## src/rtl/csa_pkg.sv

```systemverilog
// Shared types, default sizes and helpers for the carry-save accumulator.
package csa_pkg;

  // Control states: folding beats, resolving the redundant pair, offering result
  typedef enum logic [1:0] {
    ACC     = 2'd0,
    RESOLVE = 2'd1,
    DONE    = 2'd2
  } state_e;

  localparam int DEF_W     = 4;
  localparam int DEF_ACC_W = 8;
  localparam int DEF_CHUNK = 2;
  localparam int DEF_CNT_W = 8;

  // Increment v, holding at the all-ones value of a w-bit counter
  function automatic logic [31:0] sat_inc(input logic [31:0] v, input int unsigned w);
    logic [31:0] max_v;
    max_v = (w >= 32) ? 32'hFFFF_FFFF : ((32'd1 << w) - 32'd1);
    return (v >= max_v) ? max_v : (v + 32'd1);
  endfunction

endpackage

```

## src/rtl/csa_row.sv

```systemverilog
// One row of 3:2 compressors: per bit, sum = a^b^c and carry = majority(a,b,c).
// The carry vector is returned unshifted; the caller aligns it.
module csa_row #(
  parameter int WIDTH = 8
) (
  input  logic [WIDTH-1:0] a,
  input  logic [WIDTH-1:0] b,
  input  logic [WIDTH-1:0] c,
  output logic [WIDTH-1:0] sum,
  output logic [WIDTH-1:0] carry
);

  // Bitwise full-adder cells with no carry chain between them
  always_comb begin
    sum   = a ^ b ^ c;
    carry = (a & b) | (a & c) | (b & c);
  end

endmodule

```

## src/rtl/csa_accumulator.sv

```systemverilog
// Sequential multi-operand accumulator. Beats are folded into a redundant
// sum/carry pair with one 3:2 compression each, then the pair is resolved to
// binary a CHUNK-bit slice per cycle before being offered downstream.
module csa_accumulator
  import csa_pkg::*;
#(
  parameter int W     = DEF_W,
  parameter int ACC_W = DEF_ACC_W,
  parameter int CHUNK = DEF_CHUNK,
  parameter int CNT_W = DEF_CNT_W
) (
  input  logic             clk,
  input  logic             rst,
  input  logic             in_valid,
  output logic             in_ready,
  input  logic [W-1:0]     in_data,
  input  logic             in_last,
  output logic             out_valid,
  input  logic             out_ready,
  output logic [ACC_W-1:0] out_sum,
  output logic [CNT_W-1:0] out_count,
  output logic             out_ovf
);

  localparam int N   = ACC_W / CHUNK;
  localparam int K_W = (N > 1) ? $clog2(N) : 1;

  // Reject parameter sets the chunked resolver and zero-extension cannot handle
  generate
    if ((ACC_W % CHUNK) != 0) begin : g_bad_chunk
      $error("csa_accumulator: ACC_W must be a multiple of CHUNK");
    end
    if (W > ACC_W) begin : g_bad_width
      $error("csa_accumulator: W must not exceed ACC_W");
    end
  endgenerate

  state_e           state_q, state_d;
  logic [ACC_W-1:0] s_q, s_d;
  logic [ACC_W-1:0] c_q, c_d;
  logic [CNT_W-1:0] cnt_q, cnt_d;
  logic             ovf_q, ovf_d;
  logic [K_W-1:0]   k_q, k_d;
  logic             cc_q, cc_d;

  logic [ACC_W-1:0] x;
  logic [ACC_W-1:0] row_sum;
  logic [ACC_W-1:0] row_maj;
  logic [CHUNK-1:0] s_chunk;
  logic [CHUNK-1:0] c_chunk;
  logic [CHUNK:0]   chunk_add;
  logic             beat_take;
  logic             last_chunk;

  assign x = ACC_W'(in_data);

  csa_row #(
    .WIDTH(ACC_W)
  ) u_row (
    .a    (s_q),
    .b    (c_q),
    .c    (x),
    .sum  (row_sum),
    .carry(row_maj)
  );

  // Slice k of S+C plus the carry rippled in from the previous slice
  always_comb begin
    s_chunk    = s_q[k_q*CHUNK +: CHUNK];
    c_chunk    = c_q[k_q*CHUNK +: CHUNK];
    chunk_add  = {1'b0, s_chunk} + {1'b0, c_chunk} + (CHUNK+1)'(cc_q);
    last_chunk = (k_q == K_W'(N - 1));
    beat_take  = in_valid && (state_q == ACC);
  end

  // Next-state and datapath update for fold, resolve and hand-off
  always_comb begin
    state_d = state_q;
    s_d     = s_q;
    c_d     = c_q;
    cnt_d   = cnt_q;
    ovf_d   = ovf_q;
    k_d     = k_q;
    cc_d    = cc_q;
    case (state_q)
      ACC: begin
        if (beat_take) begin
          s_d   = row_sum;
          c_d   = row_maj << 1;
          // The majority bit shifted out of C is one whole 2^ACC_W lost
          ovf_d = ovf_q | row_maj[ACC_W-1];
          cnt_d = CNT_W'(sat_inc(32'(cnt_q), CNT_W));
          if (in_last) begin
            state_d = RESOLVE;
            k_d     = '0;
            cc_d    = 1'b0;
          end
        end
      end
      RESOLVE: begin
        s_d[k_q*CHUNK +: CHUNK] = chunk_add[CHUNK-1:0];
        cc_d = chunk_add[CHUNK];
        k_d  = k_q + 1'b1;
        if (last_chunk) begin
          ovf_d   = ovf_q | chunk_add[CHUNK];
          c_d     = '0;
          state_d = DONE;
        end
      end
      DONE: begin
        if (out_ready) begin
          s_d     = '0;
          c_d     = '0;
          cnt_d   = '0;
          ovf_d   = 1'b0;
          state_d = ACC;
        end
      end
      default: begin
        state_d = ACC;
      end
    endcase
  end

  // State and datapath registers; reset discards any packet in flight
  always_ff @(posedge clk or posedge rst) begin
    if (rst) begin
      state_q <= ACC;
      s_q     <= '0;
      c_q     <= '0;
      cnt_q   <= '0;
      ovf_q   <= 1'b0;
      k_q     <= '0;
      cc_q    <= 1'b0;
    end else begin
      state_q <= state_d;
      s_q     <= s_d;
      c_q     <= c_d;
      cnt_q   <= cnt_d;
      ovf_q   <= ovf_d;
      k_q     <= k_d;
      cc_q    <= cc_d;
    end
  end

  // Handshake flags decode the state; result fields come straight from flops
  always_comb begin
    in_ready  = (state_q == ACC);
    out_valid = (state_q == DONE);
    out_sum   = s_q;
    out_count = cnt_q;
    out_ovf   = ovf_q;
  end

endmodule

```

## config.mk

```make
export PLATFORM = sky130hd
export DESIGN_NAME = csa_accumulator
export DESIGN_NICKNAME = d
export VERILOG_FILES = /design/src/rtl/csa_pkg.sv /design/src/rtl/csa_row.sv /design/src/rtl/csa_accumulator.sv
export SDC_FILE = /design/constraint.sdc
export NUM_CORES = 1
export LEC_CHECK = 0
export ABC_AREA = 1
export CAP_MARGIN = 5
export CORE_ASPECT_RATIO = 1.5
export CORE_UTILIZATION = 59
export DETAILED_ROUTE_END_ITERATION = 10
export PLACE_DENSITY_LB_ADDON = 0.08
export SLEW_MARGIN = 10
export SYNTH_ARGS = -nofsm -noshare
export SYNTH_HDL_FRONTEND = slang
export SYNTH_SLANG_ARGS = --single-unit
```

## constraint.sdc

```tcl
create_clock -name clk -period 4.57 [get_ports clk]
set_input_delay 0.457 -clock clk [delete_from_list [all_inputs] [get_ports clk]]
set_output_delay 0.457 -clock clk [all_outputs]
set_load 0.005 [all_outputs]
```

==> results of run 1 <==
[Yosys cell counts]
master and n:
nor2_4 1, nor2_1 23, nand3_1 19, clkinv_1 2, o21ai_2 5, o21bai_1 1, buf_4 1, inv_2 1
o21ai_1 3, buf_6 4, nand2_4 1, nor2_2 2, fa_1 5, o21ai_0 17, nand2_2 1, nand3b_1 3
nand4_1 1, a21oi_1 13, ha_1 15, nand2_1 91, dfrtp_1 29, inv_1 37, a31oi_1 1, o21a_1 1
[cells by family after synthesis]
logic type / count (synthesis) / synth area share (%)
and+or+nand+nor: 142 / 29.1
buffers and inverters: 45 / 9.94
adders and majority gates: 20 / 14.1
DFF: 29 / 35.6
AOI/OAI and AO/OA: 41 / 11.3
[worst max-delay path by stage]
stage                start         end  slack, ns  cells after the start
global route        k_q[0]  out_sum[7]       1.79                     12
global placement    k_q[0]  out_sum[7]       2.07                     12
finish              k_q[0]  out_sum[7]       1.94                     12
CTS                 k_q[0]  out_sum[7]       1.98                     12
floorplan           k_q[0]  out_sum[7]       2.36                     12
detailed placement  k_q[0]  out_sum[7]       2.03                     12
[metal layers]
| metal | vias to the layer above | share of wire [%] | GRT usage [%] | wire length [um] |
|---|---|---|---|---|
| met4 | 0 | 2.2 | 12.4 | 105 |
| met3 | 11 | 2.1 | 4.91 | 102 |
| met1 | 883 | 39 | 31.7 | 1890 |
| li1 | 922 | - | - | - |
| met5 | - | 0 | 0 | 0 |
| met2 | 43 | 57 | 56.7 | 2770 |
[cells in the final DEF, fill, tap and decap left out]
cell type and instances:
dfrtp_1 29, clkdlybuf4s50_1 27, nand3b_1 3, o21bai_1 1, nand4_1 1, inv_1 37
nand2_1 91, clkbuf_1 1, fa_1 5, o21a_1 1, o21ai_2 5, nand3_1 19
clkinv_1 2, nor2_1 23, nand2_4 1, a31oi_1 1, ha_1 15, clkbuf_8 6
nand2_2 1, a21oi_1 13, inv_2 1, o21ai_0 17, buf_4 1, nor2_4 1
o21ai_1 3, nor2_2 2
[power by group]
part	internal [mW]	total (mW)	switching, mW	leakage, nW
clock network	0.119	0.216	0.0968	0.0443
logic	0.319	0.862	0.543	0.787
registers	0.332	0.415	0.0830	0.391
[sequential cells by signal, indices dropped and copies added, names as in the netlist]
name	cells
out_count	8
out_sum	8
c_q	7
k_q	2
state_q	2
cc_q	1
out_ovf	1
[worst max-delay path, cell delays in order (launching register included)]
cell	delay [ns]
dfrtp_1	0.48
inv_2	0.27
o21ai_0	0.13
a21oi_1	0.13
a21oi_1	0.07
fa_1	0.41
fa_1	0.54
nand2_1	0.11
nor2_1	0.15
nand3_1	0.09
nand2_1	0.06
nand2_1	0.04
nand2_1	0.08
[layout make-up]
class                   instances  share of cell area (%)
multi-input cells             203                    46.3
flip-flops and latches         29                    30.2
repair buffers                 28                    11.6
inverters                      40                    6.25
clock buffers                   7                    3.60
well taps                      40                    2.08
[per-stage QoR]
stage / power [mW] / hold slack, ns / instance area [sq um] / worst slack (ns)
floorplan: 1.03 / 0.468 / 2040 / 2.36
global placement: 1.25 / 0.485 / 2310 / 2.07
detailed placement: 1.27 / 0.503 / 2310 / 2.03
CTS: 1.49 / 0.518 / 2400 / 1.98
global route: 1.60 / 0.545 / 2400 / 1.79
finish: 1.49 / 0.531 / 2400 / 1.94
==> results.cfg, run 1 <==
[status]
status = finished, final reports clean

[yosys]
synth_cells = 277
syn_nets = 306
synth_area_leader_cell = dfrtp_1
seq_area_frac_synth_pct = 35.6
synth.top_cell.area_share_pct = 35.6
yosysUniqueCellTypes = 24
synth_area_leaders = dfrtp_1 36%, nand2_1 17%, ha_1 9.2%, inv_1 6.8%, fa_1 4.9%
yosysWarnings = 0
synth_seq_cells = 29
avgSynthCellArea_sq_um = 7.36
syn-cell-area_sq_um = 2040

[global_route]
grt.total_usage_pct = 29.7
grt_max_degree = 30
antenna_found_initial = 0
grt_pass1_wl_um = 7960
grt_pass1_vias = 1783
grt-ovfl-total = 0

[place]
port_buffers = 27
dp_hpwl_um = 3670
gp_congestion = 0.916
dp_cells = 340

[cells_and_area]
area_growth_pct = 17.7
finish.utilization_pct = 74.5
fin_nets = 336
regArea_sq_um = 726
multiInputGateArea_sq_um = 1110
fillCellCount = 267
stdcell_count = 347
drive_gt1_share_pct = 5.86
antennaDiodeCount = 0

[drt]
vias_per_cell = 5.36
routed_wl_um = 4870
antenna_left = 0
num_vias = 1859
wl_per_cell_um = 14.0
drt_iter0_markers = 65
drc_errors = 0
first_pass_iters = 4

[clock_network]
cts_tree = done
cts-resized-gates = 0
cts_root_buf = clkbuf_8
htreeDepth = 2
cts_buffers = 5
clock-sinks = 29
clock_latency_ns = 0.29
holdBufCountCts = 0
cts_setup_buffers = 0
clk_pin_slew_ns = 0.06
clk_path_buf_depth = 2

[die]
die_h_um = 74.0
io_pins = 28
core_sq_um = 3220
start_util_pct = 63.3
die_x_um = 50.0
die_area_sq_um = 3700
rows = 25

[critical_path]
reg2reg_from = k_q[0]
rr_endpoint = out_sum[7]
reg2reg_setup_slack_ns = 1.94
worstPathRequired_ns = 4.80
worstSetupPathType = flop to flop
crit_arrival_ns = 2.87
reg2regPathDepth = 12
crit_fanout = 18
end_kind = flop
start_kind = flop

[power_and_ir_drop]
vdd_drop_max_mv = 0.438
p_leak_nw = 1.22
power_density_nw_per_um2 = 622

[sta]
fin_crit_sh_pct = 57.6
relSlewSlack_pct = 63.2
skew_ns = 0.00874
worst_slew_pin_slew_ns = 0.552
fmax_mhz = 380
rsz0062_at_grt = false
hold_violations = 0
setup_violations = 0
setup_tns_ns = 0
finalCriticalPeriod_ns = 2.63
slew_viol_final = 0

[hold_path]
hold_end = out_sum[3]
hold_depth = 2
min_path_type = flop to flop
min_from = out_sum[3]

[flow_run]
cap_violations = 0
(Power assumes the default switching activity.)
==> run 2, diff against run 1 <==
--- a/config.mk
+++ b/config.mk
@@ -8,7 +8,7 @@
 export ABC_AREA = 1
 export CAP_MARGIN = 5
 export CORE_ASPECT_RATIO = 1.5
-export CORE_UTILIZATION = 59
+export CORE_UTILIZATION = 55
 export DETAILED_ROUTE_END_ITERATION = 10
 export PLACE_DENSITY_LB_ADDON = 0.08
 export SLEW_MARGIN = 10
==> constraint.sdc (replaced) <==
create_clock -name clk -period 2.7 [get_ports clk]
set_input_delay 0.27 -clock clk [delete_from_list [all_inputs] [get_ports clk]]
set_output_delay 0.27 -clock clk [all_outputs]
set_load 0.005 [all_outputs]
==> results.cfg, run 2 (synthesis results as in run 1) <==
[status]
status = finished, final reports clean

[power_and_ir_drop]
power_density_nw_per_um2 = 1040
vdd_drop_max_mv = 0.734
swShare_pct = 48.6
clkPwrFrac_pct = 14.1
switchingPower_mw = 1.21
p_int_mw = 1.28
p_seq_share_pct = 27.7
p_comb_share_pct = 58.1
p_leak_nw = 1.23
power_mw = 2.49

[die]
die_x_um = 51.7
rows = 26
die_h_um = 76.6
die_area_sq_um = 3960
start_util_pct = 58.6
core_sq_um = 3480
io_pins = 28

[critical_path]
worstSetupPathType = flop to flop
slowest_delay_ns = 0.51
crit_fanout = 11
start_kind = flop
end_kind = flop
reg2reg_from = k_q[1]
crit_arrival_ns = 2.71
path_cells = clkinv_1 > a21oi_1 > a21oi_1 > fa_1 > fa_1 > nand2_1 > nor2_1 > nand3_1 > nand2_1 > nand2_1 > nand2_1
crit_slowest_cell = fa_1
reg2reg_setup_slack_ns = 0.22
cp_common_cell = nand2_1
reg2regPathDepth = 11
worstPathRequired_ns = 2.93
rr_endpoint = out_sum[7]

[clock_network]
clock_latency_ns = 0.29
cts_buffers = 5
cts_tree = done
cts_setup_buffers = 0
cts_root_buf = clkbuf_8
htreeDepth = 2
clk_pin_slew_ns = 0.06
clk_path_buf_depth = 2
clock-sinks = 29

[sta]
finalCriticalPeriod_ns = 2.48
skew_ns = 0.00350
worst_slew_pin_slew_ns = 0.539
rsz0062_at_grt = false
setup_violations = 0
setup_ws_ns = 0.220
slew_viol_final = 0
fmax_mhz = 403
fin_crit_sh_pct = 91.8
relSlewSlack_pct = 64.0
hold_violations = 0
setup_tns_ns = 0

[drt]
routed_wl_um = 4780
drc_errors = 0
num_vias = 1886
drt_iter0_markers = 43
antenna_left = 0
vias_per_cell = 5.37
first_pass_iters = 4
wl_per_cell_um = 13.6

[cells_and_area]
finish.utilization_pct = 69.2
final_cell_mix = 91 x nand2_1, 37 x inv_1, 29 x dfrtp_1, 27 x clkdlybuf4s50_1, 23 x nor2_1
drive_gt1_share_pct = 6.47
layout_commonest_cell = nand2_1
fillCellCount = 315
fin_nets = 337
antennaDiodeCount = 0
area_growth_pct = 18.1

[global_route]
grt_pass1_wl_um = 8000
grt.total_usage_pct = 27.9
antenna_found_initial = 0
grt_max_degree = 30
grt-ovfl-total = 0
grt_pass1_vias = 1760

[place]
port_buffers = 27
place_ws_ns = 0.263
dp_hpwl_um = 3600
gp_congestion = 1.03

[hold_path]
min_path_type = input pin to asynchronous set/reset pin

[flow_run]
cap_violations = 0
run 2: changes by cell type in the layout (fill, tap and decap cells not counted):
cell      before  now
clkinv_2       0    3
inv_2          1    0
clkbuf_8       6    5
buf_4          1    2
run 2: routing by layer:
| metal | wire [um] | vias up | GRT usage (%) |
|---|---|---|---|
| li1 | - | 931 | - |
| met1 | 1760 | 889 | 29.5 |
| met2 | 2680 | 52 | 50.6 |
| met3 | 204 | 14 | 4.99 |
| met4 | 147 | 0 | 13.0 |
| met5 | 0 | - | 0 |
run 2: per-stage QoR:
| step | hold slack [ns] | std cells | cell area, sq um |
|---|---|---|---|
| final | 0.352 | 351 | 2410 |
| after global routing | 0.408 | 351 | 2410 |
| after CTS | 0.377 | 351 | 2410 |
| after detailed placement | 0.497 | 343 | 2320 |
| after global placement | 0.486 | 343 | 2320 |
| after floorplan | 0.348 | 277 | 2040 |
run 2: power groups by stage:
stage | Combinational (mW) | Clock (mW) | Sequential (mW)
after floorplan | 1.07 | 0 | 0.673
after global placement | 1.43 | 0 | 0.688
after detailed placement | 1.45 | 0 | 0.695
after CTS | 1.46 | 0.355 | 0.688
after global routing | 1.64 | 0.373 | 0.706
final | 1.45 | 0.352 | 0.692
run 2: worst max-delay path by stage:
stage,from,endpoint,slack (ns),cells past startpoint
4_1_cts,k_q[1],out_sum[7],0.24,11
5_1_grt,k_q[1],out_sum[7],0.05,12
2_1_floorplan,k_q[0],out_sum[7],0.49,12
6_report,k_q[1],out_sum[7],0.22,11
3_5_place_dp,k_q[1],out_sum[7],0.26,11
3_3_place_gp,k_q[1],out_sum[7],0.33,11
run 2: area by class of cell:
class / count / area (sq um) / area share, %
multi-input cells: 203 / 1110 / 46.1
well taps: 42 / 52.6 / 2.18
repair buffers: 29 / 285 / 11.8
clock inverters: 2 / 10.0 / 0.416
flip-flops and latches: 29 / 726 / 30.1
clock buffers: 6 / 72.6 / 3.01
inverters: 40 / 151 / 6.29
run 2: what timing repair did:
item / in CTS / in global routing
gates resized for setup: 0 / 1
setup endpoints to repair: 0 / 1
hold buffers: 0 / 0
run 2: critical path, delay by kind of cell, from the launching register on:
family | cells | cell delay (ns)
AOI/OAI and AO/OA | 2 | 0.32
adders and majority gates | 2 | 0.92
buffers and inverters | 1 | 0.28
DFF | 1 | 0.39
and+or+nand+nor | 6 | 0.53
